`config.mk`:
```
export PLATFORM = sky130hd
export DESIGN_NAME = inst_fetch_unit
export DESIGN_NICKNAME = d
export VERILOG_FILES = /design/src/rtl/inst_fetch_unit_pkg.sv /design/src/rtl/inst_fetch_unit_fetch_fifo.sv /design/src/rtl/inst_fetch_unit.sv
export SDC_FILE = /design/constraint.sdc
export NUM_CORES = 1
export LEC_CHECK = 0
export ABC_AREA = 1
export CELL_PAD_IN_SITES_DETAIL_PLACEMENT = 1
export CELL_PAD_IN_SITES_GLOBAL_PLACEMENT = 2
export CORE_UTILIZATION = 41
export DETAILED_ROUTE_END_ITERATION = 6
export DONT_BUFFER_PORTS = 1
export PLACE_DENSITY = 0.84
export SLEW_MARGIN = 20
export SYNTH_ARGS = -nofsm -noshare
export SYNTH_HDL_FRONTEND = slang
export SYNTH_SLANG_ARGS = --single-unit
```
`constraint.sdc`:
```
create_clock -name clk_i -period 12.1 [get_ports clk_i]
set_input_delay 1.815 -clock clk_i [delete_from_list [all_inputs] [get_ports clk_i]]
set_output_delay 1.815 -clock clk_i [all_outputs]
set_load 0.02 [all_outputs]
```
`src/rtl/inst_fetch_unit_pkg.sv`:
```
// Shared types for the instruction fetch unit: the NOP filler word, the fetch FSM
// states and the {pc, inst} entry carried through the output buffer.
package inst_fetch_unit_pkg;

  localparam logic [31:0] NOP = 32'h0000_0013;

  typedef enum logic [1:0] {
    REQ,
    WAIT,
    DISCARD
  } ifu_state_e;

  typedef struct packed {
    logic [31:0] pc;
    logic [31:0] inst;
  } fetch_entry_t;

endpackage

```
`src/rtl/inst_fetch_unit_fetch_fifo.sv`:
```
// Synchronous FIFO of fetch entries; push and pop may occur in the same cycle even
// when full, and flush empties it in one cycle.
module fetch_fifo
  import inst_fetch_unit_pkg::*;
#(
  parameter int DEPTH = 2
) (
  input  logic                         clk_i,
  input  logic                         rst_i,
  input  logic                         push_i,
  input  fetch_entry_t                 entry_i,
  input  logic                         pop_i,
  input  logic                         flush_i,
  output fetch_entry_t                 head_o,
  output logic                         full_o,
  output logic                         empty_o,
  output logic [$clog2(DEPTH+1)-1:0]   count_o
);

  localparam int AW = $clog2(DEPTH);
  localparam int CW = $clog2(DEPTH + 1);

  fetch_entry_t  mem [DEPTH];
  logic [AW-1:0] wr_ptr;
  logic [AW-1:0] rd_ptr;
  logic [CW-1:0] count;
  logic          do_push;
  logic          do_pop;

  assign empty_o = (count == '0);
  assign full_o  = (count == CW'(DEPTH));
  assign count_o = count;
  assign head_o  = mem[rd_ptr];

  // A slot freed by a same-cycle pop makes room for a push into a full buffer.
  assign do_pop  = pop_i && !empty_o;
  assign do_push = push_i && (!full_o || do_pop);

  // NOTE: the storage array is deliberately not reset; only pointers and count are,
  // since an entry is never read before it has been written.
  always_ff @(posedge clk_i) begin
    if (do_push && !flush_i) mem[wr_ptr] <= entry_i;
  end

  always_ff @(posedge clk_i) begin
    if (rst_i || flush_i) begin
      wr_ptr <= '0;
      rd_ptr <= '0;
      count  <= '0;
    end else begin
      if (do_push) wr_ptr <= wr_ptr + 1'b1;
      if (do_pop)  rd_ptr <= rd_ptr + 1'b1;
      count <= count + CW'(do_push) - CW'(do_pop);
    end
  end

endmodule

```
`src/rtl/inst_fetch_unit.sv`:
```
// Instruction fetch unit: one-outstanding req/gnt/rvalid fetch into a small buffer
// feeding decode. Optional perf counters enabled by macro IFU_PERF_CNT_EN.
module inst_fetch_unit
  import inst_fetch_unit_pkg::*;
#(
  parameter logic [31:0] RESET_PC   = 32'h0000_0000,
  parameter int          FIFO_DEPTH = 2
) (
  input  logic        clk_i,
  input  logic        rst_i,
  output logic        imem_req_o,
  output logic [31:0] imem_addr_o,
  input  logic        imem_gnt_i,
  input  logic        imem_rvalid_i,
  input  logic [31:0] imem_rdata_i,
  input  logic        redirect_i,
  input  logic [31:0] redirect_pc_i,
  output logic [31:0] inst_o,
  output logic [31:0] pc_o,
  output logic        inst_valid_o,
  input  logic        inst_ready_i
`ifdef IFU_PERF_CNT_EN
  ,
  output logic [31:0] fetch_cnt_o,
  output logic [31:0] flush_cnt_o
`endif
);

  localparam int CW = $clog2(FIFO_DEPTH + 1);

  ifu_state_e   state;
  logic [31:0]  fetch_pc;
  logic [31:0]  req_pc;
  logic         granted;
  logic         fifo_push;
  logic         fifo_pop;
  logic         fifo_full;
  logic         fifo_empty;
  logic [CW-1:0] fifo_count;
  fetch_entry_t head;

  // Nothing is outstanding while in REQ, so buffer occupancy alone bounds the request.
  assign imem_req_o  = !rst_i && (state == REQ) && (fifo_count < CW'(FIFO_DEPTH));
  assign imem_addr_o = fetch_pc;
  assign granted     = imem_req_o && imem_gnt_i;

  assign fifo_push = !rst_i && !redirect_i && (state == WAIT) && imem_rvalid_i &&
                     (!fifo_full || fifo_pop);
  assign fifo_pop  = inst_valid_o && inst_ready_i;

  assign inst_valid_o = !fifo_empty;
  assign inst_o       = fifo_empty ? NOP   : head.inst;
  assign pc_o         = fifo_empty ? '0    : head.pc;

  fetch_fifo #(
    .DEPTH (FIFO_DEPTH)
  ) u_fifo (
    .clk_i   (clk_i),
    .rst_i   (rst_i),
    .push_i  (fifo_push),
    .entry_i ('{pc: req_pc, inst: imem_rdata_i}),
    .pop_i   (fifo_pop),
    .flush_i (redirect_i),
    .head_o  (head),
    .full_o  (fifo_full),
    .empty_o (fifo_empty),
    .count_o (fifo_count)
  );

  // NOTE: non-blocking assignments so every register samples pre-edge values and
  // the order of statements inside the block does not matter.
  always_ff @(posedge clk_i) begin
    if (rst_i) begin
      state    <= REQ;
      fetch_pc <= RESET_PC;
      req_pc   <= '0;
    end else if (redirect_i) begin
      fetch_pc <= redirect_pc_i & 32'hFFFF_FFFC;
      unique case (state)
        REQ:           state <= granted ? DISCARD : REQ;
        WAIT, DISCARD: state <= imem_rvalid_i ? REQ : DISCARD;
        default:       state <= REQ;
      endcase
    end else begin
      unique case (state)
        REQ: begin
          if (granted) begin
            fetch_pc <= fetch_pc + 32'd4;
            req_pc   <= fetch_pc;
            state    <= WAIT;
          end
        end
        WAIT, DISCARD: begin
          if (imem_rvalid_i) state <= REQ;
        end
        default: state <= REQ;
      endcase
    end
  end

`ifdef IFU_PERF_CNT_EN
  always_ff @(posedge clk_i) begin
    if (rst_i) begin
      fetch_cnt_o <= '0;
      flush_cnt_o <= '0;
    end else begin
      if (fifo_push)  fetch_cnt_o <= fetch_cnt_o + 32'd1;
      if (redirect_i) flush_cnt_o <= flush_cnt_o + 32'd1;
    end
  end
`endif

endmodule

```
==> reports/summary.txt <==
Pins Over Slew Limit = 0
Most area-consuming cells after synthesis = edfxtp_1 46%, dfxtp_1 16%, nand2_1 13%
CTS tree = built
Routed vias/inst = 5.12
Slowest cell on the critical path = clkinv_2
DRC = 0
Cts hold-fix bufs = 0
Max cap viols = 0
Routability cong. = 0.834
Leakage = 3.27 nW
Global Route Usage Sum = 0.206
Total chip power = 1.33 mW
CTS Sinks = 191
Initial antenna violation count = 0
Sequential fraction of the synthesis area = 0.622
Setup Buffers After CTS = 0
Status = finished, final reports clean
Vias = 5830
Max FO, Critical Path = 63
# IOs = 168
Cell taking the most area after synthesis = edfxtp_1
Pre-CTS setup slack = 8.03 ns
Buffers added on ports = 0
Detailed placer's ending HPWL = 13.8 mm
CP Depth = 4
Cell Area, Placed = 0.00834 mm2
Worst path max stage delay = 0.89 ns
H-tree depth = 4
Fin worst setup slack = 7.59 ns
Area Overhead vs Synth = 9.75%
Total CTS buffers = 17
Worst EP required = 10.28 ns
Final design area excluding fillers = 0.00894 mm2
Synth Area per Inst = 9.30 um2
Layout Utilization = 0.459
Delay-heaviest family, CP = buffers and inverters
Worst path arrival time = 2.69 ns
Clk_lat worst skew = 0.42 ns
Slew headroom = 0.321
TritonRoute pass-1 iters = 4
Hold slack final = 0.455 ns
Core Rows = 51
Fraction of layout cells with a size suffix above 1 = 0.0664
Post-CTS sizing = 0
Buffers and inverters on the worst path = 2
Final setup viols = 0
Layout net count = 936
Total Wirelength = 20.3 mm
Fin crit share = 0.373
Fmax achieved = 222 MHz
Minimum clock period = 4.51 ns
Synth Cell Area = 0.00815 mm2
Post-route setup TNS = 0 ns
Share of the synthesized area in the top cell type = 0.457
Power per Cell Area = 149 mW/mm2
Skew final = 0.0115 ns
Worst slew pin tran = 1.02 ns
DR iter-0 viols = 260
Post-route insts no fill = 1138
Antenna Cells = 0
Library cells used by synthesis = 36
Dpl cells = 1106
Post-route ant nets = 0
Grt ovf = 0
Vias in the first global route = 5962
Worst R2R Path Depth = 9
Register bit total from synthesis = 191
Largest net degree at the start of global routing = 64
RSZ-0062 raised after global routing = no
Avg WL per Cell = 17.9 um
Worst-path cell chain = buf_4, clkinv_2, nand2_1, a21oi_1
Worst setup EP type = output port
CTS max path bufs = 2
CP Class = reg2out
Synth Warn # = 0
Fin. Hold Viols = 0
Die Width = 143 um
First-pass GRT wire length = 32.1 mm
Mapped Cells = 876
Initial Util = 0.419
Die area = 0.0204 mm2
Tightest Hold Check Type = reg2reg
CP startpoint kind = register
Worst-path clk slew = 0.07 ns
Clk root buf = clkbuf_16
Die height = 143 um
Core Box Area = 0.0195 mm2
Hold-critical path depth = 0
Worst VDD drop = 0.0000928 V
==> path summary, 6_finish.rpt <==
kind	startpoint	to	slack (ns)
worst max register to register	u_fifo.count_o[1]$_SDFF_PP0_	u_fifo.count_o[1]$_SDFF_PP0_	9.67
worst min register to register	req_pc[24]$_SDFFE_PP0P_	u_fifo.mem[1][56]$_DFFE_PP_	0.46
worst max-delay path	register	pc_o[16]	7.59
worst min-delay path	req_pc[24]$_SDFFE_PP0P_	u_fifo.mem[1][56]$_DFFE_PP_	0.46
==> where the power goes <==
| group | switching [mW] | total, mW | internal (mW) |
|---|---|---|---|
| clock network | 0.259 | 0.553 | 0.294 |
| logic | 0.0326 | 0.0470 | 0.0144 |
| registers | 0.0247 | 0.727 | 0.703 |
| total | 0.316 | 1.33 | 1.01 |
==> kinds of logic (layout without fill, tap and decap cells) <==
| kind of cell | after synthesis | after routing | share of synthesized area |
|---|---|---|---|
| AND/OR/NAND/NOR | 408 | 408 | 0.208 |
| AO/OA/AOI/OAI | 147 | 147 | 0.0934 |
| other | 1 | 4 | 0.000460 |
| flip-flops | 191 | 191 | 0.622 |
| adder cells (fa/ha/maj) | 6 | 6 | 0.00922 |
| buffers and inverters | 115 | 109 | 0.0588 |
| XOR/XNOR | 8 | 8 | 0.00860 |
==> placed cells by master (no fill, tap or decap), types with 6 or more instances in the layout <==
cell,synthesis,final
clkbuf_16,0,18
nand3_1,38,38
a21oi_1,105,105
nor2_2,6,6
nand2_1,278,278
dfxtp_1,67,66
nor2_1,66,63
ha_1,6,6
o21ai_0,28,28
edfxtp_1,124,124
nor2_4,4,7
inv_1,69,69
nand4_1,7,7
==> sequential cells by signal, indices dropped and copies added (netlist names), named ones only <==
name	count
u_fifo.mem	124
imem_addr_o	30
u_fifo.wr_ptr	1
state	2
u_fifo.count_o	2
u_fifo.rd_ptr	1
req_pc	30
==> cell type report <==
cell class                      count  area (um2)
Sequential cell                   191        5070
Fill cell                        2220       10500
Inverter                           72         272
Timing Repair Buffer                5        37.5
Multi-Input combinational cell    573        2640
Clock buffer                       19         464
Tap cell                          265         332
Clock inverter                     13         134
==> synth_stat cells <==
master    number
nor2_4         4
nand4_4        1
nor2_1        66
nand2_1      278
a22oi_1        1
or2_2          1
edfxtp_1     124
a21oi_1      105
clkbuf_1      26
o221ai_1       1
o21ai_0       28
inv_2          2
dfxtp_1       67
buf_2          8
nand3_4        1
buf_6          2
a31oi_1        5
nand4_1        7
a211oi_1       1
inv_1         69
o21ai_1        2
nor2_2         6
buf_4          6
xnor2_1        3
nand2_2        2
conb_1         1
o21a_1         3
buf_1          1
nand3b_1       2
nand3_1       38
ha_1           6
xor2_1         5
and2_1         1
nor3_1         1
clkinv_1       1
a21boi_0       1
==> routing by layer <==
metal	track usage	wire length (um)	up-vias
met3	0.0530	1290	15
met4	0.0549	198	0
met1	0.264	9230	2831
met2	0.344	9630	131
met5	0	0	-
li1	-	-	2853
(Power assumes the default switching activity.)
